**config.mk**
```make
export PLATFORM = sky130hd
export DESIGN_NAME = aes_key_sched_ctrl
export DESIGN_NICKNAME = d
export VERILOG_FILES = /design/src/rtl/aes_key_sched_ctrl.sv
export SDC_FILE = /design/constraint.sdc
export NUM_CORES = 1
export LEC_CHECK = 0
export BUFFER_PORTS_ARGS = -buffer_cell sky130_fd_sc_hd__clkbuf_2
export CORE_MARGIN = 8
export CORE_UTILIZATION = 51
export DETAILED_ROUTE_END_ITERATION = 10
export PLACE_DENSITY = 0.89
export SLEW_MARGIN = 25
export SYNTH_ARGS = -nofsm -noshare
export SYNTH_HDL_FRONTEND = slang
export SYNTH_SLANG_ARGS = --single-unit
export TNS_END_PERCENT = 50
```
**constraint.sdc**
```tcl
create_clock -name clk -period 1.9 [get_ports clk]
set_clock_uncertainty 0.05 [all_clocks]
set_input_delay 0.095 -clock clk [delete_from_list [all_inputs] [get_ports clk]]
set_output_delay 0.095 -clock clk [all_outputs]
set_load 0.01 [all_outputs]
```
**src/rtl/aes_key_sched_ctrl.sv**
```systemverilog
// Sequencer for the AES-128 key-generation datapath: loads the cipher key, then runs NUM_ROUNDS
// S-box-arbitrated expansions. Optional macro ROUND_KEY_STORE_EN adds an 11-entry round-key store.
module aes_key_sched_ctrl #(
  parameter int NUM_ROUNDS = 10,
  parameter int SBOX_LAT   = 1
) (
  input  logic         clk,
  input  logic         nrst,
  input  logic         start_i,
  input  logic         abort_i,
  output logic         busy_o,
  output logic         kg_en_o,
  output logic         kg_next_rnd_o,
  output logic         kg_gen_key_o,
  output logic [7:0]   kg_rcon_o,
  output logic         sbox_req_o,
  input  logic         sbox_gnt_i,
  output logic         rk_valid_o,
  output logic [3:0]   rk_idx_o,
`ifdef ROUND_KEY_STORE_EN
  input  logic [127:0] rk_i,
  input  logic [3:0]   rd_idx_i,
  output logic [127:0] rd_key_o,
`endif
  output logic         done_o
);

  // state | meaning
  // IDLE  | waiting for start_i
  // LOAD  | key generator loads the cipher key
  // REQ   | requesting the shared S-box
  // SUB   | S-box granted, waiting out its latency
  // EXP   | key generator expands one round using the current rcon
  // DONE  | final round key valid, one-cycle done pulse
  typedef enum logic [2:0] {IDLE, LOAD, REQ, SUB, EXP, DONE} state_t;

  localparam int LW = (SBOX_LAT > 1) ? $clog2(SBOX_LAT) : 1;
  localparam logic [3:0]    NR4      = 4'(NUM_ROUNDS);
  localparam logic [LW-1:0] LAT_LOAD = LW'(SBOX_LAT - 1);

  state_t        state, state_nxt;
  logic [3:0]    round;
  logic [LW-1:0] lat_cnt;
  logic [7:0]    rcon;
  logic          aborting;

  function automatic logic [7:0] xtime(input logic [7:0] v);
    return {v[6:0], 1'b0} ^ (v[7] ? 8'h1B : 8'h00);
  endfunction

  assign aborting = abort_i && (state != IDLE);

  always_comb begin
    state_nxt = state;
    case (state)
      IDLE:    if (start_i) state_nxt = LOAD;
      LOAD:    state_nxt = REQ;
      REQ:     if (sbox_gnt_i) state_nxt = SUB;
      SUB:     if (lat_cnt == '0) state_nxt = EXP;
      EXP:     state_nxt = (round == NR4) ? DONE : REQ;
      DONE:    state_nxt = IDLE;
      default: state_nxt = IDLE;
    endcase
    if (aborting) state_nxt = IDLE;
  end

  // Moore decode only, so no input reaches an output combinationally
  assign busy_o        = (state != IDLE);
  assign kg_en_o       = (state == LOAD) || (state == EXP);
  assign kg_next_rnd_o = (state == EXP);
  assign kg_gen_key_o  = (state == EXP);
  assign sbox_req_o    = (state == REQ) || (state == SUB);
  assign done_o        = (state == DONE);
  assign kg_rcon_o     = rcon;

  always_ff @(posedge clk or negedge nrst) begin
    if (!nrst) begin
      state      <= IDLE;
      round      <= 4'd0;
      lat_cnt    <= '0;
      rcon       <= 8'h01;
      rk_valid_o <= 1'b0;
      rk_idx_o   <= 4'd0;
    end else begin
      state      <= state_nxt;
      rk_valid_o <= kg_en_o;
      if (kg_en_o) rk_idx_o <= (state == LOAD) ? 4'd0 : round;
      if (aborting) begin
        rcon <= 8'h01;
      end else begin
        case (state)
          LOAD: round <= 4'd1;
          REQ:  if (sbox_gnt_i) lat_cnt <= LAT_LOAD;
          SUB:  if (lat_cnt != '0) lat_cnt <= lat_cnt - LW'(1);
          EXP: begin
            rcon <= xtime(rcon);
            if (round != NR4) round <= round + 4'd1;
          end
          DONE: rcon <= 8'h01;
          default: ;
        endcase
      end
    end
  end

`ifdef ROUND_KEY_STORE_EN
  logic [127:0] store [0:10];

  // entries survive an abort; only reset clears them
  always_ff @(posedge clk or negedge nrst) begin
    if (!nrst) begin
      for (int i = 0; i <= 10; i++) store[i] <= '0;
    end else if (rk_valid_o && (rk_idx_o <= 4'd10)) begin
      store[rk_idx_o] <= rk_i;
    end
  end

  assign rd_key_o = (rd_idx_i <= 4'd10) ? store[rd_idx_i] : '0;
`endif

endmodule
```
After elaboration in Yosys (flattened, before gate mapping)
Index checks and enable logic that the tools add are counted.
{"block": "totals", "word_cells": 48, "inputBits": 5, "out_inout_bits": 19, "reg_bits": 21}
{"block": "classes", "n_bitwise": 2, "n_reduce_logical": 11, "n_eq_ne": 12, "n_mux": 15, "n_addsub": 2}
{"op": "case mux 8 bit (2 select lines)", "count": 1}
{"op": "two-way mux 3 bit", "count": 5}
{"op": "case mux 3 bit (5 select lines)", "count": 1}
{"op": "inequality test 3 bit (second input constant)", "count": 3}
{"op": "AND reduction 3 bit", "count": 3}
{"op": "two-way mux 4 bit", "count": 2}
{"op": "two-way mux 8 bit", "count": 1}
{"op": "case mux 4 bit (2 select lines)", "count": 1}
{"op": "XOR 8 x 5 -> 8 bit", "count": 1}
{"op": "== test 3 x 2 -> 1 bit (second input constant)", "count": 2}
{"op": "== test 3 bit (second input constant)", "count": 2}
{"op": "nonzero test 3 bit", "count": 2}
{"op": "two-way mux 5 bit", "count": 1}
{"op": "adder 4 x 1 -> 4 bit (second input constant)", "count": 1}
{"op": "== test 4 bit (second input constant)", "count": 1}
{"op": "inequality test 4 bit (second input constant)", "count": 1}
{"op": "nonzero test 2 bit", "count": 2}
{"op": "== test 3 x 1 -> 1 bit (second input constant)", "count": 1}
{"op": "zero test 3 bit", "count": 1}
{"op": "logical OR 1 bit", "count": 2}
{"op": "two-way mux 1 bit", "count": 2}
{"op": "inequality test 2 x 1 -> 1 bit (second input constant)", "count": 1}
{"op": "inequality test 2 bit (second input constant)", "count": 1}
{"op": "case mux 1 bit (2 select lines)", "count": 1}
{"op": "other kinds (3)", "count": 3}

Longest topological paths before layout
Gate-level depths: netlist (run 1).
{"block": "logic_depth", "ltp_word": 4, "mapped_depth": 6, "depth_no_buf": 6}

Worst setup path before layout (run 1)
No wires, ideal clock.
{"block": "synth_timing", "path_kind": "register to register", "start": "reg state[1]", "end": "reg round[0]", "setup_time_ns": 0.125, "n_path_buf": 2, "slack_ns": 0.164, "t_required_ns": 1.725, "path_stages_with_launch": 7, "arrival_ns": 1.561, "synth_period_minus_slack_ns": 1.736, "path_cell_list": "dfrtp_1 buf_6 or3b_1 buf_6 nor3_4 nor2_2 mux2_4"}
{"block": "synth_between", "elab_chain_len": 4, "word_cells_on_any_way": 9, "cone_classes": "eq/ne: 3; mux: 1; bitwise: 1; reduce/logical: 4"}
{"item": "start: declaration", "line": "41", "text": "state_t state, state_nxt;"}
{"item": "start signal: assignment", "line": "85", "text": "state <= state_nxt;"}
{"item": "parallel branches: the longest is 4 deep, another holds == test 3 bit"}
{"item": "end signal: assignment", "line": "97", "text": "if (round != NR4) round <= round + 4'd1;"}
{"item": "end: declaration", "line": "42", "text": "logic [3:0] round;"}
Several ways; the timed one is not identified.
A chain may end at the register's enable or synchronous reset.

Worst setup path in the final report (run 1)
{"block": "layout_timing", "start": "reg state[0]", "end": "out kg_gen_key_o"}
{"block": "layout_between", "elab_chain_len": 1}
{"item": "== test 3 bit", "line": "71", "text": "assign kg_gen_key_o = (state == EXP);"}
{"item": "end: declaration", "line": "14", "text": "output logic kg_gen_key_o,"}
Every way passes these cells.

==> flow_metrics.tcl, run 1 <==
set metrics [dict create \
    yosys_warnings 0 \
    final.setup.tns_ps 0 \
    final_util 0.620 \
    yosys-top-cells-area "dfrtp_1 (48%), a22o_1 (6.1%), xnor2_1 (4.4%)" \
    yosys.cell_types.count 34 \
    nNetsFinal 127 \
    cts_sinks 20 \
    drt-total-wl_mm 2.19 \
    grt_overflow 0 \
    synth_top_area_share 0.475 \
    hold_path.class "in -> reg" \
    hpwl_mm 1.60 \
    clkTransAtPathRegs_ps 110 \
    ys.flop_type "dfrtp_1" \
    power_density_mw_per_mm2 1170 \
    dieHeight_um 60.3 \
    cts_tree "yes" \
    worstSetupStartpointType "flip-flop" \
    drive_gt1_frac 0.328 \
    dieArea_mm2 0.00364 \
    drv_slew 0 \
    diodes 0 \
    core_area_mm2 0.00190 \
    synthArstFlopShare 1.00 \
    vias 799 \
    crit_required_ps 1750 \
    synth_edf_count 0 \
    routed_via_density 5.47 \
    fmax_mhz 577 \
    yosysTopAreaCell "dfrtp_1" \
    htreeDepth 1 \
    grt_pass1_vias 806 \
    post-route-period-util 0.912 \
    ff2ff_setup_slack_ps 200 \
    finalCriticalPeriod_ps 1730 \
    io_pins 24 \
    firstDrtPassIters 4 \
    peakVddDrop_v 0.000605 \
    synthCells 93 \
    crit_arrival_ps 1590 \
    ant_nets 0 \
    num_rows 16 \
    initial_utilization 0.526 \
    rsz0062_at_grt "false" \
    synth-seq-cells 20 \
    p_leak_nw 0.577 \
    end_kind "primary output" \
    tightest_slew_ps 496 \
    ys_seq_area_frac 0.501 \
    syn_avg_cell_area_um2 10.8 \
    synthTopCellsByCount "dfrtp_1 (19), nor2_1 (10), a22o_1 (7)" \
    cap_violations 0 \
    slew_headroom 0.669 \
    drt_iter0_drc 20 \
    port-buffer-count 23 \
    root_buffer "clkbuf_4" \
    wl_per_cell_um 15.0 \
    numCtsBuffers 3 \
    drc 0 \
    cts_max_path_buffers 2 \
    outcome "finished clean" \
    clk_latency_ps 290 \
    synth_nets 100 \
    grt_start_max_net_pins 21 \
    grt_usage 0.131 \
    path_max_fanout 9 \
    crit_type "reg -> out" \
    hold_viol 0 \
    antenna_found_initial 0 \
    setup_viol 0 \
    grt_pass1_wl_mm 3.64 \
    place.gp.congestion 0.930 \
    syn-cell-area_mm2 0.00100 \
    syn_to_final_growth_pct 17.7 \
    yosysMostFrequentCell "dfrtp_1" \
    die_w_um 60.3 \
]
[sequential cells by signal (all words and copies together) (netlist names)]
name        cells
kg_rcon_o       8
rk_idx_o        4
rk_valid_o      1
round           4
state           3
[final timing paths]
kind / endpoint / cells after the start / startpoint
max: kg_gen_key_o / 3 / state[0]
min in group asynchronous: rk_idx_o[2] / 2 / nrst
max reg2reg: state[0] / 3 / state[0]
min reg2reg: rk_idx_o[0] / 2 / rk_idx_o[0]
max in group asynchronous: kg_rcon_o[0] / 2 / nrst
min: state[0] / 4 / start_i
[final cells by class]
| class | instances | area, µm² |
|---|---|---|
| flip-flops and latches | 20 | 502 |
| repair buffers | 29 | 165 |
| multi-input cells | 60 | 429 |
| well taps | 27 | 33.8 |
| fillers | 162 | 723 |
| clock buffers | 4 | 26.3 |
| inverters | 6 | 22.5 |
[cells in the final DEF (no fill, tap or decap), drive strengths merged]
cell,instances
nor3,1
or3b,1
a211o,1
clkinv,1
buf,4
a211oi,5
a31oi,1
or3,3
nor2b,1
mux2,1
xnor2,5
nand2,4
o21ai,5
nand3b,1
or2,1
o41ai,1
nor2,11
clkbuf,27
o31ai,2
and2,1
a22o,7
dlygate4sd3,2
dfrtp,19
dfstp,1
a21oi,3
ha,2
inv,5
o22a,1
o2bb2ai,1
nand4,1
[report_power, final]
part | total (W) | leakage [nW] | internal, W | switching [W]
Combinational | 0.000579 | 0.295 | 0.000255 | 0.000324
Clock | 0.000208 | 0.0150 | 0.0000816 | 0.000126
Sequential | 0.000596 | 0.267 | 0.000517 | 0.0000796
Total | 0.00138 | 0.577 | 0.000853 | 0.000530
[layer usage]
metal	global-route usage	up-vias	part of all wire
met3	0.0151	2	0.045
met4	0.0714	0	0.012
met5	0	-	0
li1	-	380	-
met2	0.206	19	0.49
met1	0.169	398	0.46
[repair_timing]
action                                  in CTS  in global routing
endpoints found under the hold margin       20                  0
endpoints found under the setup margin       0                  3
resized for setup                            0                  2
hold buffers                                 2                  0
setup buffers                                0                  0
[cell families (layout without fill, tap and decap cells)]
group                      Yosys count  after routing  share of synthesized area
AOI/OAI and AO/OA                   27             27                      0.200
xor gates and xnor gates             5              5                     0.0437
adders and majority gates            2              2                     0.0250
buffers and inverters               13             39                     0.0750
DFF                                 20             20                      0.501
muxes                                1              1                     0.0150
and+or+nand+nor                     25             25                      0.140
[stage by stage]
step	cells	worst slack [ps]	hold slack, ps	power [W]	cell area [µm²]
floorplan	93	164	-251	0.00100	1000
global placement	140	202	20.0	0.00115	1130
detailed placement	140	141	29.1	0.00118	1130
CTS	146	55.5	138	0.00139	1170
global route	146	50.4	152	0.00148	1180
finish	146	167	140	0.00138	1180
[critical path: stages (launching register included)]
cell	delay, ps
dfrtp_1	480
or3b_4	460
clkinv_1	180
clkbuf_2	170
No activity file was read; power rests on OpenSTA's default activity.
==> run 2, diff against run 1 <==
Settings changed: PLACE_DENSITY 0.89 to 0.77, SLEW_MARGIN 25 to unset.
==> flow_metrics.tcl, run 2 (same netlist as run 1, synthesis figures left out) <==
set metrics [dict create \
    stdcell_count 145 \
    vias 792 \
    crit_start "state[2]" \
    antenna_found_initial 0 \
    swShare 0.359 \
    port-buffer-count 23 \
    die_w_um 60.3 \
    wl_per_cell_um 15.1 \
    crit_required_ps 1750 \
    place.gp.congestion 0.753 \
    combPwrFrac 0.384 \
    rsz0062_at_grt "false" \
    finalCriticalPeriod_ps 1760 \
    r2r_cells 4 \
    grt_pass1_wl_mm 3.56 \
    clk_latency_ps 310 \
    outcome "finished clean" \
    htreeDepth 1 \
    p_int_w 0.000982 \
    crit_arrival_ps 1620 \
    ant_nets 0 \
    cts_tree "yes" \
    largest_register_ffs 8 \
    multi_input_area_um2 429 \
    initial_utilization 0.526 \
    whs_ps 125 \
    grt_usage 0.130 \
    final.setup.tns_ps 0 \
    root_buffer "clkbuf_4" \
    mostFrequentLayoutCells "clkbuf_2 (23), dfrtp_1 (19), nor2_1 (9), a22o_1 (7)" \
    crit_type "reg -> out" \
    power_density_mw_per_mm2 1270 \
    firstDrtPassIters 4 \
    numCtsBuffers 3 \
    worstSetupStartpointType "flip-flop" \
    num_rows 16 \
    nNetsFinal 126 \
    end_kind "primary output" \
    slew_headroom 0.671 \
    path_max_fanout 9 \
    final_common_cell "clkbuf_2" \
    r2r-end "state[1]" \
    dieArea_mm2 0.00364 \
    grt_overflow 0 \
    drt_iter0_drc 26 \
    clkTransAtPathRegs_ps 110 \
    dieHeight_um 60.3 \
    hold_viol 0 \
    drive_gt1_frac 0.339 \
    tightest_slew_ps 494 \
    seq_area_um2 502 \
    hpwl_mm 1.62 \
    drt-total-wl_mm 2.19 \
    fin_area_mm2 0.00120 \
    drv_slew 0 \
    routed_via_density 5.46 \
    clock_power_share 0.230 \
    cap_violations 0 \
    placed_area_mm2 0.00112 \
    holdPathStages 4 \
    grt_start_max_net_pins 21 \
    hold_path_end "state[2]" \
    fillCellCount 176 \
    hold_path.class "in -> reg" \
    sequentialPowerShare 0.386 \
    dp_slack_ps 145 \
    io_pins 24 \
    cts_sinks 20 \
    core_area_mm2 0.00190 \
    post-route-period-util 0.929 \
    hp-start "start_i" \
    drc 0 \
    ff2ff_setup_slack_ps 170 \
    diodes 0 \
    peakVddDrop_v 0.000628 \
    grt_pass1_vias 770 \
    cts_max_path_buffers 2 \
    syn_to_final_growth_pct 20.0 \
    setup_viol 0 \
    post_cts_buffers 0 \
    fin_ws_ps 136 \
    netSwitchingPower_w 0.000549 \
    fmax_mhz 567 \
    p_leak_nw 0.582 \
    r2r-start "state[2]" \
    place_inst 139 \
]
-- run 2: area by class of cell --
type | instances | share of cell area
sequential | 20 | 0.418
multi-input combinational | 60 | 0.357
timing repair buffer | 28 | 0.131
tap | 27 | 0.0281
clock inverter | 1 | 0.0250
inverter | 6 | 0.0219
clock buffer | 3 | 0.0188
-- run 2: power by group through the flow --
stage	clock network (W)	registers [W]	logic [W]
2_1_floorplan	0	0.000603	0.000398
3_3_place_gp	0	0.000590	0.000560
3_5_place_dp	0	0.000597	0.000585
4_1_cts	0.000359	0.000589	0.000592
5_1_grt	0.000382	0.000600	0.000659
6_report	0.000352	0.000591	0.000588
-- run 2: layer usage --
metal  vias to the layer above  GRT usage  part of all wire
met5                         -          0                 0
met4                         0     0.0510            0.0046
met3                         2     0.0344             0.053
met2                        22      0.210              0.49
met1                       393      0.159              0.45
li1                        375          -                 -
-- run 2: timing repair --
| action | CTS | global route |
|---|---|---|
| gates resized for setup | 0 | 3 |
| hold buffers | 2 | 0 |
| setup endpoints to repair | 0 | 3 |
| hold endpoints to repair | 20 | 0 |
-- run 2: through the flow --
stage / power [W] / util
2_1_floorplan: 0.00100 / -
3_3_place_gp: 0.00115 / 0.589
3_5_place_dp: 0.00118 / 0.589
4_1_cts: 0.00154 / 0.627
5_1_grt: 0.00164 / 0.632
6_report: 0.00153 / 0.632
-- run 2: critical path, cell delays in order (launching register included) --
cell and delay [ps]:
dfrtp_1 490, or3b_4 480, clkinvlp_4 180, clkbuf_2 160
-- run 2: worst max path at each step --
stage	to	slack [ps]
global placement	state[1]	180
detailed placement	state[1]	150
floorplan	round[0]	160
finish	kg_gen_key_o	140
CTS	kg_gen_key_o	40
global route	kg_gen_key_o	70
==> run 3, diff against run 2 <==
Settings changed: CELL_PAD_IN_SITES_DETAIL_PLACEMENT set to 0, CELL_PAD_IN_SITES_GLOBAL_PLACEMENT set to 1, CORE_UTILIZATION 51 to 39, HOLD_SLACK_MARGIN set to 0.05, PLACE_DENSITY 0.77 to unset, PLACE_DENSITY_LB_ADDON set to 0.1.
==> flow_metrics.tcl, run 3 (same netlist as run 1, synthesis figures left out) <==
set metrics [dict create \
    outcome "finished clean" \
    cts_tree "yes" \
    num_rows 18 \
    finalCriticalPeriod_ps 1770 \
    critPathBufInv 2 \
    io_pins 24 \
    clk_latency_ps 290 \
    slowest_stage "or3b_1" \
    p_leak_nw 0.586 \
    nNetsFinal 128 \
    drive_gt1_frac 0.325 \
    crit_type "reg -> out" \
    htreeDepth 1 \
    endpoint "kg_next_rnd_o" \
    combPwrFrac 0.414 \
    grt_overflow 0 \
    end_kind "primary output" \
    mostFrequentLayoutCells "clkbuf_2 (23), dfrtp_1 (19), nor2_1 (10), a22o_1 (7)" \
    cap_violations 0 \
    swShare 0.373 \
    largest_register_ffs 8 \
    multi_input_area_um2 424 \
    r2r-start "state[0]" \
    post-route-period-util 0.930 \
    r2r_cells 4 \
    path_cells "or3b_1 -> clkinv_1 -> clkbuf_2" \
    cp_num_cells 3 \
    power_density_mw_per_mm2 1190 \
    hpwl_mm 1.66 \
    grt_start_max_net_pins 21 \
    netSwitchingPower_w 0.000529 \
    drv_slew 0 \
    ctsResizeCount 0 \
    drc 0 \
    clkTransAtPathRegs_ps 110 \
    drt-total-wl_mm 2.16 \
    setup_viol 0 \
    diodes 0 \
    rsz0062_at_grt "false" \
    routed_via_density 5.00 \
    slew_headroom 0.621 \
    fillCellCount 234 \
    numCtsBuffers 3 \
    grt_pass1_wl_mm 3.56 \
    crit_family "simple AND/OR/NAND/NOR gates" \
    grt_pass1_vias 760 \
    worstSetupStartpointType "flip-flop" \
    hold_path.class "in -> reg" \
    core_area_mm2 0.00245 \
    cpPeakStageDelay_ps 500 \
    cts_max_path_buffers 2 \
    dieArea_mm2 0.00444 \
    peakVddDrop_v 0.000599 \
    post_cts_buffers 0 \
    crit_required_ps 1750 \
    hold_viol 0 \
    final_util 0.487 \
    ff2ff_setup_slack_ps 190 \
    antenna_found_initial 0 \
    ant_nets 0 \
    grt_usage 0.103 \
    syn_to_final_growth_pct 19.4 \
    firstDrtPassIters 4 \
    cts_sinks 20 \
    final_common_cell "clkbuf_2" \
    p_int_w 0.000889 \
    path_max_fanout 9 \
    root_buffer "clkbuf_4" \
    initial_utilization 0.408 \
    die_w_um 66.7 \
    seq_area_um2 502 \
    drt_iter0_drc 22 \
    vias 750 \
    wl_per_cell_um 14.4 \
    clock_power_share 0.171 \
    crit_start "state[0]" \
    sequentialPowerShare 0.415 \
    tightest_slew_ps 563 \
    port-buffer-count 23 \
    place.gp.congestion 0.781 \
    final.setup.tns_ps 0 \
    dieHeight_um 66.7 \
    fmax_mhz 566 \
    r2r-end "state[1]" \
    crit_arrival_ps 1620 \
]
## run 3: cell count changes in the layout (fill, tap and decap cells not counted)
cell        before  now
buf_4            3    5
bufinv_16        1    0
clkbuf_8         0    1
clkinv_1         0    1
clkinvlp_4       1    0
nor2_1           9   10
nor2_2           2    1
or3b_1           0    1
or3b_4           1    0
## run 3: power groups by stage
stage / logic (W) / clock network [W] / registers [W]
finish: 0.000587 / 0.000243 / 0.000588
global route: 0.000656 / 0.000274 / 0.000603
CTS: 0.000597 / 0.000253 / 0.000588
detailed placement: 0.000591 / 0 / 0.000598
global placement: 0.000584 / 0 / 0.000594
floorplan: 0.000398 / 0 / 0.000603
## run 3: layer usage
layer,share of wire,track usage,vias to the layer above
met4,0.0060,0.0373,0
met5,0,0,-
li1,-,-,382
met1,0.51,0.139,346
met3,0.075,0.0386,2
met2,0.41,0.146,20
## run 3: timing repair
item,in CTS,in global routing
endpoints found under the hold margin,20,0
hold buffers,2,0
endpoints found under the setup margin,0,0
## run 3: how the worst min path moves through the flow
| stage | start | end | slack, ps | cells after the start |
|---|---|---|---|---|
| 2_1_floorplan | nrst | kg_rcon_o[1] | -250 | 0 |
| 3_3_place_gp | nrst | state[1] | 40 | 1 |
| 3_5_place_dp | nrst | state[1] | 40 | 1 |
| 4_1_cts | start_i | state[2] | 140 | 4 |
| 5_1_grt | start_i | state[0] | 160 | 4 |
| 6_report | start_i | state[2] | 130 | 4 |
## run 3: through the flow
stage / power (W) / cells / instance area (µm²) / worst slack, ps / hold slack (ps)
6_report: 0.00142 / 150 / 1190 / 133 / 135
4_1_cts: 0.00144 / 150 / 1190 / 122 / 136
3_3_place_gp: 0.00118 / 144 / 1140 / 229 / 39.0
5_1_grt: 0.00153 / 150 / 1190 / 33.7 / 159
2_1_floorplan: 0.00100 / 93 / 1000 / 164 / -251
3_5_place_dp: 0.00119 / 144 / 1140 / 217 / 43.7
## run 3: cell type report
type / count / area share
repair buffers: 30 / 0.145
well taps: 30 / 0.0314
multi-input cells: 60 / 0.355
clock buffers: 4 / 0.0304
inverters: 6 / 0.0188
flip-flops and latches: 20 / 0.420
## run 3: worst register-to-register path, stage by stage (launching register included)
cell and delay, ps:
dfrtp_1 430, or3b_1 500, or3_4 420, a21oi_1 150, nor2_1 50
